[src/rtl/gray_pkg.sv]
// rtl/gray_pkg.sv - shared constants for the Gray code decoder
package gray_pkg;

   localparam int GRAY_WIDTH_DEFAULT = 4;
   localparam int GRAY_ERRW_DEFAULT  = 8;

   localparam logic [1:0] DIR_NONE    = 2'b00;
   localparam logic [1:0] DIR_UP      = 2'b01;
   localparam logic [1:0] DIR_DOWN    = 2'b10;
   localparam logic [1:0] DIR_ILLEGAL = 2'b11;

endpackage

[src/rtl/gray_to_bin.sv]
// rtl/gray_to_bin.sv - combinational Gray to binary conversion
module gray_to_bin #(
   parameter int WIDTH = 4
) (
   input  logic [WIDTH-1:0] gray,
   output logic [WIDTH-1:0] bin
);

   // Running XOR from the MSB down; a scalar accumulator keeps the chain acyclic
   always_comb begin
      logic acc;
      bin = '0;
      acc = gray[WIDTH-1];
      bin[WIDTH-1] = acc;
      for (int i = WIDTH - 2; i >= 0; i--) begin
         acc = acc ^ gray[i];
         bin[i] = acc;
      end
   end

endmodule

[src/rtl/gray_code_decoder.sv]
// rtl/gray_code_decoder.sv - Gray decoder with step checker and error counter
module gray_code_decoder
   import gray_pkg::*;
#(
   parameter int WIDTH = GRAY_WIDTH_DEFAULT,
   parameter int ERRW  = GRAY_ERRW_DEFAULT
) (
   input  logic             clk,
   input  logic             rst_n,
   input  logic             in_valid,
   input  logic [WIDTH-1:0] in_gray,
   output logic             in_ready,
   output logic             out_valid,
   input  logic             out_ready,
   output logic [WIDTH-1:0] out_bin,
   output logic [1:0]       out_dir,
   output logic             out_step_err,
   output logic [ERRW-1:0]  err_count
);

   logic [WIDTH-1:0] prev_gray;
   logic             first_seen;
   logic [WIDTH-1:0] cur_bin;
   logic [WIDTH-1:0] prev_bin;
   logic [WIDTH-1:0] gray_diff;
   logic             accept;
   logic             one_bit_diff;
   logic             step_up;
   logic [1:0]       nxt_dir;
   logic             nxt_err;

   // Decode the incoming word and the last accepted word; the latter gives the
   // reference point for deciding whether the step went up or down.
   gray_to_bin #(.WIDTH(WIDTH)) u_dec_cur (
      .gray (in_gray),
      .bin  (cur_bin)
   );

   gray_to_bin #(.WIDTH(WIDTH)) u_dec_prev (
      .gray (prev_gray),
      .bin  (prev_bin)
   );

   // A single output register: space exists when it is empty or being drained
   assign in_ready = !out_valid || out_ready;
   assign accept   = in_valid && in_ready;

   // Exactly one differing bit: non-zero and a power of two
   assign gray_diff    = in_gray ^ prev_gray;
   assign one_bit_diff = (gray_diff != '0) && ((gray_diff & (gray_diff - WIDTH'(1))) == '0);
   assign step_up      = (cur_bin == prev_bin + WIDTH'(1));

   // Classify the step of the incoming word relative to the previous accept
   always_comb begin
      nxt_dir = DIR_NONE;
      nxt_err = 1'b0;
      if (first_seen) begin
         if (one_bit_diff) begin
            nxt_dir = step_up ? DIR_UP : DIR_DOWN;
         end else begin
            nxt_dir = DIR_ILLEGAL;
            nxt_err = 1'b1;
         end
      end
   end

   // Output stage: load on accept, drop valid on a consume with nothing new
   always_ff @(posedge clk or negedge rst_n) begin
      if (!rst_n) begin
         out_valid    <= 1'b0;
         out_bin      <= '0;
         out_dir      <= DIR_NONE;
         out_step_err <= 1'b0;
      end else if (accept) begin
         out_valid    <= 1'b1;
         out_bin      <= cur_bin;
         out_dir      <= nxt_dir;
         out_step_err <= nxt_err;
      end else if (out_ready) begin
         out_valid    <= 1'b0;
      end
   end

   // Checker history advances only on accepted words
   always_ff @(posedge clk or negedge rst_n) begin
      if (!rst_n) begin
         prev_gray  <= '0;
         first_seen <= 1'b0;
      end else if (accept) begin
         prev_gray  <= in_gray;
         first_seen <= 1'b1;
      end
   end

   // Saturating count of accepted words flagged as step errors
   always_ff @(posedge clk or negedge rst_n) begin
      if (!rst_n) begin
         err_count <= '0;
      end else if (accept && nxt_err && (err_count != '1)) begin
         err_count <= err_count + ERRW'(1);
      end
   end

endmodule

[config.mk]
export PLATFORM = sky130hd
export DESIGN_NAME = gray_code_decoder
export DESIGN_NICKNAME = d
export VERILOG_FILES = /design/src/rtl/gray_pkg.sv /design/src/rtl/gray_to_bin.sv /design/src/rtl/gray_code_decoder.sv
export SDC_FILE = /design/constraint.sdc
export NUM_CORES = 1
export LEC_CHECK = 0
export CELL_PAD_IN_SITES_DETAIL_PLACEMENT = 2
export CELL_PAD_IN_SITES_GLOBAL_PLACEMENT = 2
export CORE_MARGIN = 1.5
export CORE_UTILIZATION = 37
export DETAILED_ROUTE_END_ITERATION = 10
export DONT_BUFFER_PORTS = 1
export PLACE_DENSITY_LB_ADDON = 0.1
export SYNTH_ARGS = -nofsm -noshare
export SYNTH_HDL_FRONTEND = slang
export SYNTH_SLANG_ARGS = --single-unit
export TNS_END_PERCENT = 50
[constraint.sdc]
create_clock -name clk -period 2.7 [get_ports clk]
set_input_delay 0.27 -clock clk [delete_from_list [all_inputs] [get_ports clk]]
set_output_delay 0.27 -clock clk [all_outputs]
set_load 0.05 [all_outputs]
==> results of run 1 <==
-- layout make-up --
type	instances	area, µm²
well taps	31	38.8
clock buffers	3	22.5
flip-flops and latches	20	500
repair buffers	5	40.0
multi-input cells	83	578
inverters	3	11.3
fillers	319	1610
-- timing repair --
action | CTS | global route
buffers inserted | 0 | 0
endpoints found under the hold margin | 20 | 0
hold buffers | 1 | 0
setup endpoints to repair | 0 | 0
-- sequential cells by signal (all words and copies together) (netlist names) --
register / cells
prev_gray: 3
out_step_err: 1
err_count: 8
out_dir: 2
out_valid: 1
out_bin: 4
first_seen: 1
-- power groups by stage --
stage               Clock (µW)  Combinational [µW]  Sequential, µW
finish                     138                 381             601
global route               157                 426             613
CTS                        146                 388             603
detailed placement           0                 380             610
global placement             0                 362             601
floorplan                    0                 233             653
-- cells in the mapped netlist --
cell type,n
dfrtp_1,20
nand2_1,13
xnor2_1,8
and3_1,7
nand3_1,7
nor2_1,6
xor2_1,6
mux2_2,5
nand2b_1,4
o21ai_0,4
inv_1,3
a211oi_1,2
a31oi_1,2
ha_1,2
nor3_1,2
a211oi_2,1
a221o_1,1
and2_4,1
and3_2,1
buf_2,1
buf_4,1
clkbuf_1,1
clkbuf_2,1
mux2_4,1
nand3b_1,1
nor2b_1,1
nor3_2,1
nor3b_1,1
nor4_1,1
o211ai_1,1
o211ai_2,1
o21bai_1,1
or3_1,1
xor2_2,1
-- cell families after synthesis --
group / synth area share
XOR/XNOR: 0.125
AND/OR/NAND/NOR: 0.221
adder cells (fa/ha/maj): 0.0225
AO/OA/AOI/OAI: 0.0878
flip-flops: 0.450
buffers and inverters: 0.0293
multiplexers: 0.0642
-- metal layers --
layer	wire [µm]	share of wire	vias up
met4	16	0.0063	0
met3	104	0.041	2
met2	1280	0.50	18
met5	0	0	-
met1	1140	0.45	400
li1	-	-	390
-- worst paths after layout --
check	end	start	cells after the start	slack [ns]
worst max register to register	out_dir[0]	prev_gray[2]	8	0.52
worst min register to register	first_seen	first_seen	1	0.48
max in group asynchronous	prev_gray[0]	rst_n	1	1.60
worst max-delay path	out_dir[0]	prev_gray[2]	8	0.52
min in group asynchronous	prev_gray[1]	rst_n	1	0.54
worst min-delay path	out_valid	in_valid	1	0.08
-- per-stage QoR --
stage,setup WS (ns),utilization
finish,0.523,0.425
global route,0.339,0.425
CTS,0.478,0.425
detailed placement,0.501,0.413
global placement,0.619,0.413
floorplan,0.526,-
-- worst reg2reg max path: cells and delay by family (launching register included) --
kind | cells | cell delay (ns)
XOR/XNOR | 2 | 0.43
adder cells (fa/ha/maj) | 1 | 0.35
flip-flops | 1 | 0.42
buffers and inverters | 1 | 0.08
AND/OR/NAND/NOR | 1 | 0.06
AO/OA/AOI/OAI | 3 | 0.73
==> impl_metrics.py, run 1 <==
metrics = {
    "power": {
        "vdd_ir_drop_max_v": 0.000681,
        "p_total_uw": 1120,
        "p_sw_uw": 549,
        "power.share.combinational": 0.340,
        "seqPwrFrac": 0.537,
        "clockPowerShare": 0.123,
        "power_density_mw_per_mm2": 940,
        "sw_frac_of_total": 0.490,
        "p_int_uw": 571,
        "p_leak_uw": 0.000531,
    },
    "global_route": {
        "antenna_found_initial": 0,
        "met1_usage": 0.223,
        "grt_util_met2": 0.304,
        "grt-busiest-layer": "met2",
        "grt_max_degree": 21,
        "grt_first_pass_wirelength_mm": 4.59,
        "grt_usage": 0.179,
        "overflow": 0,
        "grtUsageMet3": 0.0513,
        "grt_pass1_vias": 954,
    },
    "sta": {
        "worst_hold_slack_ns": 0.0838,
        "finalSetupTns_ns": 0,
        "rsz0062_at_grt": "no",
        "worst_pin_slew_ns": 0.902,
        "fin_crit_sh": 0.806,
        "min_period_ns": 2.18,
        "finalHoldViolations": 0,
        "max_slew_margin": 0.396,
        "max_freq_ghz": 0.459,
        "fin_skew_ns": 0.00420,
        "drv_slew": 0,
        "setup_violations": 0,
    },
    "cts": {
        "ctsLongestPathBuffers": 2,
        "cts_tree": "yes",
        "cts_buffers": 3,
        "cts.clk_slew.worst_paths_ns": 0.11,
        "clkSinkCount": 20,
        "clock_latency_ns": 0.29,
        "root_buffer": "clkbuf_4",
        "post_cts_resized": 0,
        "htree_levels": 1,
    },
    "routing": {
        "dr.pass1.iters": 7,
        "viasPerCell": 5.59,
        "drt_iter0_drc": 26,
        "final_antenna_net_count": 0,
        "post_drt_wl_per_cell_um": 17.5,
        "vias": 810,
        "drc": 2,
        "routed_wl_mm": 2.53,
    },
    "synth": {
        "ys_ff_latch": 20,
        "synth_fp_nets": 120,
        "yosysTopAreaCell": "dfrtp_1",
        "yosysSeqAreaShare": 0.450,
        "synth_warnings": 0,
        "syn_inst": 110,
        "yosysTopAreaCellShare": 0.450,
        "synth.distinct_cells": 34,
        "syn_area_per_cell_um2": 10.1,
        "synth_area_mm2": 0.00111,
        "synth_area_leaders": "dfrtp_1, xnor2_1, mux2_2, xor2_1, nand2_1",
    },
    "floorplan": {
        "ioPinCount": 25,
        "start_util": 0.396,
        "fp.dieW_um": 57.8,
        "rows": 19,
        "die_h_um": 57.8,
        "core_area_mm2": 0.00281,
        "die_area_mm2": 0.00334,
    },
    "critical_path": {
        "cp_slowest_cell": "dfrtp_1",
        "max_stage_delay_ns": 0.42,
        "critical_path.max_fanout": 4,
        "cp_data_arrival_time_ns": 2.36,
        "crit_type": "register to register",
        "cp_cell_sequence": "xnor2_1 > inv_1 > ha_1 > xor2_1 > nor3_1 > a211oi_1 > a211oi_2 > a221o_1",
        "cp-end-kind": "register",
        "path_delay_family": "compound AO/OA/AOI/OAI gates",
        "crit_buf_inv": 1,
        "crit_required_ns": 2.89,
        "critPathLaunchType": "register",
    },
    "cells_and_area": {
        "n_antenna_cell": 0,
        "drive_above_1_share": 0.167,
        "final_cells": 145,
        "post-route-cell-area_mm2": 0.00119,
        "final_cell_mix": "dfrtp_1, nand2_1, xnor2_1",
        "final_nets": 126,
        "final_common_cell": "dfrtp_1",
        "areaGrowthSynthToFinish_pct": 7.21,
    },
    "run_status": {
        "status": "finished, violations left",
        "violations": "design-rule violations",
    },
    "placed_design": {
        "placed_area_mm2": 0.00116,
        "gp_congestion": 0.752,
        "place_inst": 141,
        "port_buffers": 0,
        "dp_hpwl_mm": 1.98,
    },
    "hold_path": {
        "holdCritPathClass": "input pin to register",
    },
    "run": {
        "drv_cap": 0,
    },
}
Note: power is estimated with default switching activity, not from simulation.
==> inputs of run 2 (changes only) <==
clock period = 2.2 ns   (was 2.7 ns; I/O delays follow)
==> impl_metrics.py, run 2 (synthesis results as in run 1) <==
metrics = {
    "cells_and_area": {
        "areaGrowthSynthToFinish_pct": 17.8,
        "nFillCells": 318,
        "final_cell_mix": "dfrtp_1, nand2_1, buf_4",
        "final_common_cell": "dfrtp_1",
        "final_nets": 135,
        "drive_above_1_share": 0.266,
        "top_register": "err_count",
        "reg.largest.list": "err_count x8, out_bin x4, prev_gray x3",
        "largest_reg_flops": 8,
        "n_antenna_cell": 0,
        "fin_util": 0.467,
    },
    "critical_path": {
        "crit_required_ns": 2.41,
        "crit_type": "register to register",
        "cp-end-kind": "register",
        "critical_path.max_fanout": 4,
        "cp_data_arrival_time_ns": 2.26,
        "critPathLaunchType": "register",
    },
    "power": {
        "power_density_mw_per_mm2": 1220,
        "p_leak_uw": 0.000597,
        "p_total_uw": 1590,
        "vdd_ir_drop_max_v": 0.000647,
    },
    "floorplan": {
        "core_area_mm2": 0.00281,
        "start_util": 0.396,
        "rows": 19,
        "die_area_mm2": 0.00334,
        "fp.dieW_um": 57.8,
        "die_h_um": 57.8,
        "ioPinCount": 25,
    },
    "sta": {
        "max_slew_margin": 0.366,
        "fin_crit_sh": 0.933,
        "setup_violations": 0,
        "postLayoutSetupSlackWorst_ns": 0.147,
        "fin_skew_ns": 0.00891,
        "min_period_ns": 2.05,
        "finalHoldViolations": 0,
        "worst_pin_slew_ns": 0.947,
        "drv_slew": 0,
        "max_freq_ghz": 0.487,
    },
    "cts": {
        "cts.clk_slew.worst_paths_ns": 0.13,
        "ctsLongestPathBuffers": 2,
        "cts_tree": "yes",
        "clock_latency_ns": 0.31,
        "cts_buffers": 3,
        "htree_levels": 1,
        "clkSinkCount": 20,
        "root_buffer": "clkbuf_4",
    },
    "placed_design": {
        "dp_hpwl_mm": 2.02,
        "place_ws_ns": 0.0165,
        "port_buffers": 0,
        "gp_congestion": 0.799,
    },
    "routing": {
        "met3WireLength_um": 110,
        "dr_wl_met2_mm": 1.34,
        "post_drt_wl_per_cell_um": 17.5,
        "m1WireLength_mm": 1.23,
        "dr.pass1.iters": 7,
        "vias": 852,
        "final_antenna_net_count": 0,
        "routed_wl_mm": 2.71,
        "drt_iter0_drc": 29,
        "top_layer": "met4",
        "viasPerCell": 5.50,
        "drc": 2,
    },
    "global_route": {
        "grt_max_degree": 21,
        "overflow": 0,
        "grt_pass1_vias": 923,
        "grt_first_pass_wirelength_mm": 4.41,
        "grt_usage": 0.178,
        "antenna_found_initial": 0,
    },
    "run": {
        "drv_cap": 0,
    },
    "hold_path": {
        "holdCritPathClass": "input pin to register",
    },
    "run_status": {
        "violations": "design-rule violations",
        "status": "finished, violations left",
    },
}
## run 2: cell count changes in the layout (fill, tap and decap cells not counted), sizes merged
| cell | previous run | this run |
|---|---|---|
| bufinv | 0 | 1 |
| buf | 4 | 13 |
## run 2: final cells by class
| cell class | instances | area [µm²] | area share |
|---|---|---|---|
| clock inverter | 1 | 30.0 | 0.0229 |
| inverter | 3 | 11.3 | 0.00860 |
| sequential | 20 | 502 | 0.383 |
| timing repair buffer | 14 | 108 | 0.0822 |
| multi-input combinational | 83 | 597 | 0.456 |
| clock buffer | 3 | 22.5 | 0.0172 |
| tap | 31 | 38.8 | 0.0296 |
## run 2: critical path, cell delays in order (launching register included)
cell      delay (ns)
dfrtp_2         0.46
xnor2_2         0.20
inv_1           0.07
ha_1            0.34
xor2_1          0.17
nor3_1          0.08
a211oi_2        0.20
a211oi_2        0.11
a221o_1         0.33
## run 2: what timing repair did
action / 4_1_cts / 5_1_grt
hold endpoints to repair: 20 / 0
hold buffers: 1 / 0
resized for setup: 1 / 3
endpoints found under the setup margin: 1 / 3
buffers inserted: 0 / 0
pin swaps: 0 / 1
## run 2: per-layer routing
layer | vias to the layer above | track usage
met3 | 5 | 0.0379
li1 | 403 | -
met1 | 425 | 0.232
met4 | 0 | 0.0698
met2 | 19 | 0.289
met5 | - | 0
## run 2: stage by stage
stage	TNS [ns]	hold WS [ns]	area [µm²]	instances
floorplan	0	-0.0756	1110	110
global placement	0	-0.0751	1230	150
detailed placement	0	-0.0752	1230	150
CTS	0	0.0189	1300	155
global route	-0.00124	0.0126	1310	155
finish	0	0.0189	1310	155
## run 2: path summary, 6_finish.rpt
path,startpoint,endpoint,slack [ns],cells past startpoint
worst min register to register,first_seen,first_seen,0.49,1
worst max register to register,prev_gray[2],out_dir[0],0.15,8
worst min-delay path,in_valid,out_valid,0.02,1
min in group asynchronous,rst_n,out_bin[2],0.48,1
max in group asynchronous,rst_n,prev_gray[2],1.07,1
worst max-delay path,prev_gray[2],out_dir[0],0.15,8
## run 2: power breakdown
part           switching, µW  internal (µW)  leakage (µW)
Clock                    128            184     0.0000279
Combinational            428            241      0.000331
Sequential               158            452      0.000239
Total                    715            877      0.000597
==> inputs of run 3 (changes only) <==
CORE_UTILIZATION = 39   (was 37)
SYNTH_HIERARCHICAL = 1   (was not set)
==> impl_metrics.py, run 3 <==
metrics = {
    "run_status": {
        "status": "completed",
    },
    "cts": {
        "htree_levels": 1,
        "ctsLongestPathBuffers": 2,
        "clkSinkCount": 21,
        "cts.clk_slew.worst_paths_ns": 0.12,
        "root_buffer": "clkbuf_4",
        "clock_latency_ns": 0.31,
        "cts_buffers": 3,
        "cts_tree": "yes",
    },
    "sta": {
        "max_slew_margin": 0.352,
        "fin_skew_ns": 0.00509,
        "worst_pin_slew_ns": 0.968,
        "finalHoldViolations": 0,
        "rsz0062_at_grt": "no",
        "drv_slew": 0,
        "min_period_ns": 2.01,
        "setup_violations": 0,
        "fin_crit_sh": 0.915,
        "max_freq_ghz": 0.497,
    },
    "global_route": {
        "antenna_found_initial": 0,
        "overflow": 0,
        "grt_usage": 0.165,
        "grt_pass1_vias": 875,
        "grt_first_pass_wirelength_mm": 4.07,
        "grt_max_degree": 22,
    },
    "critical_path": {
        "reg2regPathDepth": 7,
        "worst_r2r_startpoint": "prev_gray[3]",
        "crit_type": "register to register",
        "max_stage_delay_ns": 0.46,
        "cp_slowest_cell": "dfrtp_1",
        "cp_data_arrival_time_ns": 2.22,
        "worstReg2RegEnd": "out_dir[1]",
        "cp-end-kind": "register",
        "critPathLaunchType": "register",
        "ff2ff_setup_slack_ns": 0.19,
        "path_delay_family": "XOR/XNOR gates",
        "critical_path.max_fanout": 4,
        "crit_required_ns": 2.41,
        "crit_buf_inv": 0,
        "cp_cell_sequence": "xor2_4 > xnor2_2 > ha_1 > xor2_1 > nor4_2 > nor2b_1 > o21ai_1",
    },
    "synth": {
        "syn_area_per_cell_um2": 11.6,
        "ys_ff_latch": 21,
        "syn_inst": 100,
        "synth_commonest_cells": "dfrtp_1, xnor2_1, nand2_1",
        "ys.flop_type": "dfrtp_1",
        "synth_area_mm2": 0.00116,
        "synth-edff-count": 0,
        "async_reset_ff_frac": 1.00,
        "synth_area_leaders": "dfrtp_1, xnor2_1, mux2_2, xor2_1, nand2_1",
        "synth_warnings": 6,
        "yosysSeqAreaShare": 0.454,
        "yosysTopAreaCell": "dfrtp_1",
        "synth.distinct_cells": 28,
        "synth.most_common_cell": "dfrtp_1",
        "yosysTopAreaCellShare": 0.454,
        "synth_fp_nets": 110,
    },
    "hold_path": {
        "whs_endpoint": "out_bin[3]",
        "holdCritPathClass": "input pin to register",
        "hp-start": "in_gray[3]",
        "min_path_cells": 1,
    },
    "routing": {
        "vias": 759,
        "drt_iter0_drc": 12,
        "routed_wl_mm": 2.45,
        "viasPerCell": 5.27,
        "drc": 0,
        "final_antenna_net_count": 0,
        "dr.pass1.iters": 3,
        "post_drt_wl_per_cell_um": 17.0,
    },
    "cells_and_area": {
        "final_common_cell": "dfrtp_1",
        "areaGrowthSynthToFinish_pct": 14.2,
        "n_antenna_cell": 0,
        "final_cells": 144,
        "reg.largest.list": "err_count x8, out_bin x4, prev_gray x4",
        "largest_reg_flops": 8,
        "fin_util": 0.475,
        "final_cell_mix": "dfrtp_1, xnor2_1, buf_4",
        "top_register": "err_count",
        "drive_above_1_share": 0.292,
        "nFillCells": 294,
        "final_nets": 124,
    },
    "placed_design": {
        "port_buffers": 0,
        "place_inst": 138,
        "dp_hpwl_mm": 1.87,
        "gp_congestion": 0.722,
    },
    "floorplan": {
        "core_area_mm2": 0.00278,
        "fp.dieW_um": 57.5,
        "start_util": 0.416,
        "die_area_mm2": 0.00330,
        "ioPinCount": 25,
        "rows": 19,
        "die_h_um": 57.5,
    },
    "power": {
        "p_leak_uw": 0.000549,
        "vdd_ir_drop_max_v": 0.000678,
        "power_density_mw_per_mm2": 1220,
    },
    "run": {
        "drv_cap": 0,
    },
}
run 3: changes by cell type after synthesis, moves of 2 or more:
cell,before,now
inv_1,3,0
xnor2_1,8,16
nand4_1,0,2
nand2_1,13,9
nor2_1,6,2
o21ai_1,0,2
xnor2_2,0,2
o21ai_0,4,0
a211oi_1,2,0
and3_1,7,2
nand2b_1,4,2
mux2_2,5,8
run 3: cell type report:
class | count | area (µm²) | share of cell area
Clock buffer | 3 | 22.5 | 0.0170
Timing Repair Buffer | 13 | 103 | 0.0777
Sequential cell | 21 | 527 | 0.399
Tap cell | 31 | 38.8 | 0.0294
Clock inverter | 1 | 5.00 | 0.00379
Multi-Input combinational cell | 75 | 626 | 0.473
run 3: power breakdown:
| part | switching [µW] | internal (µW) |
|---|---|---|
| sequential | 178 | 477 |
| combinational | 465 | 294 |
| clock | 123 | 68.0 |
| total | 767 | 839 |
run 3: how the worst max path moves through the flow:
| stage | from | end | slack (ns) | cells past startpoint |
|---|---|---|---|---|
| floorplan | prev_gray[2] | out_dir[1] | 0.21 | 7 |
| global placement | prev_gray[2] | out_dir[1] | 0.13 | 7 |
| detailed placement | prev_gray[2] | out_dir[1] | -0.11 | 7 |
| CTS | prev_gray[2] | out_dir[1] | 0.02 | 7 |
| global route | prev_gray[3] | out_dir[1] | 0.04 | 7 |
| finish | prev_gray[3] | out_dir[1] | 0.19 | 7 |
run 3: cell families (layout without fill, tap and decap cells):
family	Yosys count	after routing	synth area share
AND/OR/NAND/NOR	33	33	0.160
XOR/XNOR	26	26	0.223
flip-flops	21	21	0.454
multiplexers	9	9	0.0876
AO/OA/AOI/OAI	5	5	0.0270
buffers and inverters	4	17	0.0270
adder cells (fa/ha/maj)	2	2	0.0216
run 3: repair_timing:
action,4_1_cts,5_1_grt
resized for setup,3,1
hold endpoints to repair,22,0
cloned,0,0
pin swaps,1,1
hold buffers,2,0
buffers inserted,0,0
endpoints found under the setup margin,2,2
run 3: worst reg2reg max path, cell delays in order, from the launching register on:
cell and delay [ns]:
dfrtp_1 0.46, xor2_4 0.23, xnor2_2 0.26, ha_1 0.29, xor2_1 0.17, nor4_2 0.24
nor2b_1 0.19, o21ai_1 0.07
run 3: per-stage QoR:
step	power [µW]	setup TNS (ns)	cell area [µm²]	setup slack [ns]	hold slack (ns)
after detailed placement	1390	-0.111	1250	-0.111	-0.0750
after global routing	1700	0	1320	0.0416	0.0395
final	1610	0	1320	0.187	0.0511
after global placement	1360	0	1250	0.131	-0.0751
after CTS	1640	0	1320	0.0196	0.0324
after floorplan	1210	0	1160	0.211	-0.0756
run 3: routing by layer:
metal	up-vias	wire length (µm)	global-route usage
met2	15	1330	0.304
li1	364	-	-
met5	-	0	0
met4	0	47	0.0698
met1	375	1000	0.190
met3	5	71	0.0204
